File: src/rtl/sys_ctrl_burst.sv
// sys_ctrl_burst: UART command controller that turns received byte frames into
// register-file accesses (single and burst) and ALU operations, returning results to TX.
module sys_ctrl_burst #(
  parameter int DATA_WIDTH     = 8,
  parameter int ADDR_WIDTH     = 4,
  parameter int ALU_OUT_BYTES  = 2,
  parameter int TIMEOUT_CYCLES = 1024
) (
  input  logic                                CLK,
  input  logic                                RST,
  input  logic [DATA_WIDTH-1:0]               RX_P_Data,
  input  logic                                RX_Data_Valid,
  input  logic [DATA_WIDTH-1:0]               RdData,
  input  logic                                RdData_Valid,
  input  logic [DATA_WIDTH*ALU_OUT_BYTES-1:0] ALU_OUT,
  input  logic                                ALU_OUT_Valid,
  input  logic                                TX_Busy,
  output logic                                ALU_EN,
  output logic [3:0]                          ALU_FUN,
  output logic                                ALU_CLK_EN,
  output logic [ADDR_WIDTH-1:0]               Address,
  output logic                                WrEN,
  output logic                                RdEN,
  output logic [DATA_WIDTH-1:0]               WrData,
  output logic [DATA_WIDTH-1:0]               TX_P_Data,
  output logic                                TX_Data_Valid,
  output logic                                clk_div_en,
  output logic                                rx_drop
);

  localparam int RES_W = DATA_WIDTH * ALU_OUT_BYTES;
  localparam int TO_W  = $clog2(TIMEOUT_CYCLES + 1);
  localparam int IDX_W = $clog2(ALU_OUT_BYTES + 1);

  typedef enum logic [3:0] {
    IDLE, GET_ADDR, GET_LEN, GET_WDATA, RD_REQ, RD_WAIT, RD_SEND,
    GET_A, GET_B, GET_FUN, ALU_REQ, ALU_WAIT, ALU_SEND, ERR_SEND
  } state_t;

  typedef enum logic [1:0] {OP_WR, OP_RD, OP_BWR, OP_BRD} op_t;

  state_t                  state;
  op_t                     op;
  logic [ADDR_WIDTH-1:0]   addr;
  logic [DATA_WIDTH-1:0]   len;
  logic [TO_W-1:0]         to_cnt;
  logic [DATA_WIDTH-1:0]   rd_data;
  logic [DATA_WIDTH-1:0]   err_code;
  logic [RES_W-1:0]        result;
  logic [IDX_W-1:0]        byte_idx;

  function automatic logic is_get(input state_t s);
    return (s == GET_ADDR) || (s == GET_LEN) || (s == GET_WDATA) ||
           (s == GET_A) || (s == GET_B) || (s == GET_FUN);
  endfunction

  always_ff @(posedge CLK or negedge RST) begin
    if (!RST) begin
      state         <= IDLE;
      op            <= OP_WR;
      addr          <= '0;
      len           <= '0;
      to_cnt        <= '0;
      rd_data       <= '0;
      err_code      <= '0;
      result        <= '0;
      byte_idx      <= '0;
      ALU_EN        <= 1'b0;
      ALU_FUN       <= '0;
      ALU_CLK_EN    <= 1'b0;
      Address       <= '0;
      WrEN          <= 1'b0;
      RdEN          <= 1'b0;
      WrData        <= '0;
      TX_P_Data     <= '0;
      TX_Data_Valid <= 1'b0;
      clk_div_en    <= 1'b0;
      rx_drop       <= 1'b0;
    end else begin
      WrEN          <= 1'b0;
      RdEN          <= 1'b0;
      ALU_EN        <= 1'b0;
      TX_Data_Valid <= 1'b0;
      rx_drop       <= 1'b0;

      case (state)
        IDLE: if (RX_Data_Valid) begin
          case (RX_P_Data)
            DATA_WIDTH'(8'hAA): begin op <= OP_WR;  state <= GET_ADDR; end
            DATA_WIDTH'(8'hBB): begin op <= OP_RD;  state <= GET_ADDR; end
            DATA_WIDTH'(8'hEE): begin op <= OP_BWR; state <= GET_ADDR; end
            DATA_WIDTH'(8'hEF): begin op <= OP_BRD; state <= GET_ADDR; end
            DATA_WIDTH'(8'hCC): state <= GET_A;
            DATA_WIDTH'(8'hDD): state <= GET_FUN;
            default: begin
              err_code <= DATA_WIDTH'(8'hF1);
              state    <= ERR_SEND;
            end
          endcase
        end

        GET_ADDR: if (RX_Data_Valid) begin
          addr <= RX_P_Data[ADDR_WIDTH-1:0];
          case (op)
            OP_WR: begin len <= DATA_WIDTH'(1); state <= GET_WDATA; end
            OP_RD: begin
              len     <= DATA_WIDTH'(1);
              Address <= RX_P_Data[ADDR_WIDTH-1:0];
              RdEN    <= 1'b1;
              state   <= RD_REQ;
            end
            default: state <= GET_LEN;
          endcase
        end

        // A zero-length burst is rejected before any RF access is issued.
        GET_LEN: if (RX_Data_Valid) begin
          if (RX_P_Data == '0) begin
            err_code <= DATA_WIDTH'(8'hF2);
            state    <= ERR_SEND;
          end else begin
            len <= RX_P_Data;
            if (op == OP_BWR) begin
              state <= GET_WDATA;
            end else begin
              Address <= addr;
              RdEN    <= 1'b1;
              state   <= RD_REQ;
            end
          end
        end

        GET_WDATA: if (RX_Data_Valid) begin
          WrEN    <= 1'b1;
          Address <= addr;
          WrData  <= RX_P_Data;
          addr    <= addr + ADDR_WIDTH'(1);
          len     <= len - DATA_WIDTH'(1);
          if (len == DATA_WIDTH'(1)) state <= IDLE;
        end

        RD_REQ: state <= RD_WAIT;

        RD_WAIT: if (RdData_Valid) begin
          rd_data <= RdData;
          state   <= RD_SEND;
        end

        // The next read of a burst is only requested once this byte is pushed.
        RD_SEND: if (!TX_Busy) begin
          TX_Data_Valid <= 1'b1;
          TX_P_Data     <= rd_data;
          clk_div_en    <= 1'b1;
          len           <= len - DATA_WIDTH'(1);
          if (len == DATA_WIDTH'(1)) begin
            state <= IDLE;
          end else begin
            addr    <= addr + ADDR_WIDTH'(1);
            Address <= addr + ADDR_WIDTH'(1);
            RdEN    <= 1'b1;
            state   <= RD_REQ;
          end
        end

        GET_A: if (RX_Data_Valid) begin
          WrEN    <= 1'b1;
          Address <= '0;
          WrData  <= RX_P_Data;
          state   <= GET_B;
        end

        GET_B: if (RX_Data_Valid) begin
          WrEN    <= 1'b1;
          Address <= ADDR_WIDTH'(1);
          WrData  <= RX_P_Data;
          state   <= GET_FUN;
        end

        GET_FUN: if (RX_Data_Valid) begin
          ALU_FUN    <= RX_P_Data[3:0];
          ALU_EN     <= 1'b1;
          ALU_CLK_EN <= 1'b1;
          state      <= ALU_REQ;
        end

        ALU_REQ: state <= ALU_WAIT;

        ALU_WAIT: if (ALU_OUT_Valid) begin
          result   <= ALU_OUT;
          byte_idx <= '0;
          state    <= ALU_SEND;
        end

        // Result is shifted down so the next byte to send is always at the bottom.
        ALU_SEND: if (!TX_Busy) begin
          TX_Data_Valid <= 1'b1;
          TX_P_Data     <= result[DATA_WIDTH-1:0];
          clk_div_en    <= 1'b1;
          result        <= result >> DATA_WIDTH;
          byte_idx      <= byte_idx + IDX_W'(1);
          if (byte_idx == IDX_W'(ALU_OUT_BYTES - 1)) begin
            ALU_CLK_EN <= 1'b0;
            state      <= IDLE;
          end
        end

        ERR_SEND: if (!TX_Busy) begin
          TX_Data_Valid <= 1'b1;
          TX_P_Data     <= err_code;
          clk_div_en    <= 1'b1;
          state         <= IDLE;
        end

        default: state <= IDLE;
      endcase

      // Inter-byte timeout runs only while a frame is being collected.
      if (is_get(state)) begin
        if (RX_Data_Valid) begin
          to_cnt <= '0;
        end else if (to_cnt == TO_W'(TIMEOUT_CYCLES - 1)) begin
          to_cnt   <= '0;
          err_code <= DATA_WIDTH'(8'hF3);
          state    <= ERR_SEND;
        end else begin
          to_cnt <= to_cnt + TO_W'(1);
        end
      end else begin
        to_cnt <= '0;
      end

      if (RX_Data_Valid && !((state == IDLE) || is_get(state))) rx_drop <= 1'b1;
    end
  end

endmodule
File: config.mk
export PLATFORM = sky130hd
export DESIGN_NAME = sys_ctrl_burst
export DESIGN_NICKNAME = d
export VERILOG_FILES = /design/src/rtl/sys_ctrl_burst.sv
export SDC_FILE = /design/constraint.sdc
export NUM_CORES = 1
export LEC_CHECK = 0
export ABC_CLOCK_PERIOD_IN_PS = 2800
export BUFFER_PORTS_ARGS = -buffer_cell sky130_fd_sc_hd__buf_4
export CAP_MARGIN = 20
export CORE_MARGIN = 8
export CORE_UTILIZATION = 40
export CTS_CLUSTER_SIZE = 25
export DETAILED_ROUTE_END_ITERATION = 7
export PLACE_DENSITY = 0.59
export SLEW_MARGIN = 5
export SYNTH_ARGS = -nofsm -noshare
export SYNTH_HDL_FRONTEND = slang
export SYNTH_SLANG_ARGS = --single-unit
File: constraint.sdc
create_clock -name CLK -period 2.8 [get_ports CLK]
set_clock_uncertainty 0.05 [all_clocks]
set_input_delay 0.28 -clock CLK [delete_from_list [all_inputs] [get_ports CLK]]
set_output_delay 0.28 -clock CLK [all_outputs]
set_load 0.03 [all_outputs]
==> results.toml <==
[layout]
area_growth_pct = 20.5
layout_common_cells = "dfrtp_1 (94), buf_4 (78), nand2_1 (43)"
design_area_mm2 = 0.00581
nets = 594
drive_above_1_share_pct = 24.5
diodes = 0
num-fill-cells = 1138
utilization_pct = 48.8
final_common_cell = "dfrtp_1"
final_cells = 703

[sta]
slew_violations = 0
rsz0062_at_grt = "no"
finalCritPeriodShare_pct = 81.9
fin_setup_tns_ns = 0
max_freq_mhz = 436
setup_slack_ns = 0.506
period_needed_ns = 2.29
setup_viol = 0
hold_viol_final = 0
worstMarginPinSlew_ns = 0.692
relSlewSlack_pct = 53.2

[setup_path]
path_delay_family = "simple AND/OR/NAND/NOR gates"
crit_path_end_kind = "register"
worst-setup-path-type = "reg -> reg"
critPathSlowestCell = "nor4b_1"
critPathMaxStageDelay_ns = 0.59
rrSetupSlack_ns = 0.51
crit_path_cell_trace = "buf_4 > nor4b_1 > buf_4 > a211o_1 > o21ai_0 > o21ai_0"
cp_data_required_time_ns = 3.02
critPathMaxFanout = 11
crit_path_start_kind = "register"
path_buf_inv = 2
worstPathArrival_ns = 2.51

[synth]
syn_avg_cell_area_um2 = 9.95
synth_top_cell_by_area = "dfrtp_1"
synthTopCellsByArea = "dfrtp_1 (49%), mux2_2 (4.4%), o21ai_0 (3.8%), nand2_1 (3.3%), nor2_1 (3.2%)"
ys_warn_count = 0
netlist_area_mm2 = 0.00482
synth_ff_type = "dfrtp_1"
synthCells = 485
yosysSeqAreaShare_pct = 48.8
synth.net_count = 528
synth_edf_count = 0
ys_async_sr_fraction_pct = 100
ys_ff_latch = 94
ys_types = 68
synth_top_area_share_pct = 48.8

[placed_design]
pre_cts_slack_ns = 0.550
place_area_mm2 = 0.00550
hpwlAfterDp_um = 8660
gp_congestion = 0.869
dp_cells = 686
port_buffers = 68

[clocking]
cts.path.max_buffers = 2
cts_root_buf = "clkbuf_16"
cts_tree = "done"
htreeDepth = 3
clock_sinks = 94
post_cts_resized = 0
cts_buffers = 9
clkTransAtPathRegs_ns = 0.07
insertion_delay_ns = 0.35

[die]
coreArea_mm2 = 0.0119
dieArea_mm2 = 0.0158
num_io_pins = 69
initial_utilization_pct = 40.5
die_w_um = 126
die_h_um = 126
rows = 40

[drt]
vias = 3939
ant_nets = 0
wl_per_cell_um = 17.0
wirelength_um = 11900
drtIter0Drc = 274
firstDrtPassIters = 5
viasPerCell = 5.60
remaining_drc_errors = 0

[pwr]
power.density_mw_per_mm2 = 1080
ir_worst_vdd_v = 0.000652
leakage_nw = 2.52

[min_path]
hold_path.class = "in -> reg"

[global_route]
grtUsageTotal_pct = 15.6
antenna_found_initial = 0
first_global_vias = 3930
grt_pass1_wl_um = 19800
grt_max_degree = 50
grt_overflow = 0

[job]
drv_cap = 0

[run_status]
status = "completed"
[sequential cells by signal, summed over array words and instances, names as in the netlist, 2 cells and up]
name and flops:
byte_idx 2, state 4, len 8, rd_data 8, addr 4, TX_P_Data 8
result 16, to_cnt 11, Address 4, op 2, err_code 8, ALU_FUN 4
WrData 8
[power by group]
part | total, mW | switching [mW] | internal, mW
Clock | 1.23 | 0.528 | 0.700
Sequential | 2.27 | 0.416 | 1.85
Combinational | 2.76 | 1.60 | 1.16
[stage by stage]
step	power, mW	hold slack, ns
5_1_grt	6.70	0.0839
4_1_cts	6.32	0.0788
3_5_place_dp	5.06	0.295
3_3_place_gp	5.01	0.298
2_1_floorplan	4.14	-0.0656
6_report	6.26	0.0942
[cell type report]
type | count | area (µm²) | area share (%)
Multi-Input combinational cell | 351 | 2310 | 39.7
Sequential cell | 94 | 2350 | 40.5
Clock buffer | 10 | 229 | 3.94
Timing Repair Buffer | 80 | 616 | 10.6
Tap cell | 147 | 184 | 3.16
Clock inverter | 6 | 70.1 | 1.21
Inverter | 15 | 56.3 | 0.969
[Yosys cell counts (all sizes together) (8+ instances only)]
| master | n |
|---|---|
| a21oi | 31 |
| a22oi | 13 |
| a31oi | 14 |
| nand2b | 11 |
| inv | 15 |
| mux2 | 22 |
| a22o | 8 |
| dfrtp | 94 |
| nor3 | 11 |
| nand2 | 43 |
| mux2i | 11 |
| nor2 | 43 |
| o21ai | 42 |
| buf | 21 |
[routing by layer]
layer / track usage [%] / vias to the layer above / routed length, µm
li1: - / 1894 / -
met1: 19.4 / 1924 / 5430
met2: 24.6 / 107 / 5480
met3: 5.23 / 14 / 793
met4: 6.16 / 0 / 222
met5: 0 / - / 0
[logic make-up after synthesis]
group / after synthesis / synth area share [%]
buffers and inverters: 40 / 3.74
XOR/XNOR: 7 / 1.27
multiplexers: 33 / 7.42
AO/OA/AOI/OAI: 144 / 19.4
AND/OR/NAND/NOR: 162 / 18.1
flip-flops: 94 / 48.8
adder cells (fa/ha/maj): 5 / 1.30
[final timing paths]
check / start / end / depth (start not counted)
hold reg to reg: clk_div_en$_DFFE_PN0P_ / clk_div_en$_DFFE_PN0P_ / 1
setup reg to reg: state[2]$_DFF_PN0_ / len[5]$_DFFE_PN0P_ / 6
max in group asynchronous: RST / addr[3]$_DFFE_PN0P_ / 3
hold / removal: ALU_OUT[15] / result[15]$_DFFE_PN0P_ / 2
min in group asynchronous: RST / result[12]$_DFFE_PN0P_ / 2
setup / recovery: state[2]$_DFF_PN0_ / len[5]$_DFFE_PN0P_ / 6
[repair_timing]
item	4_1_cts	5_1_grt
hold buffers	1	0
endpoints found under the hold margin	48	0
setup buffers	0	0
Power figures use the tool's default switching activity.
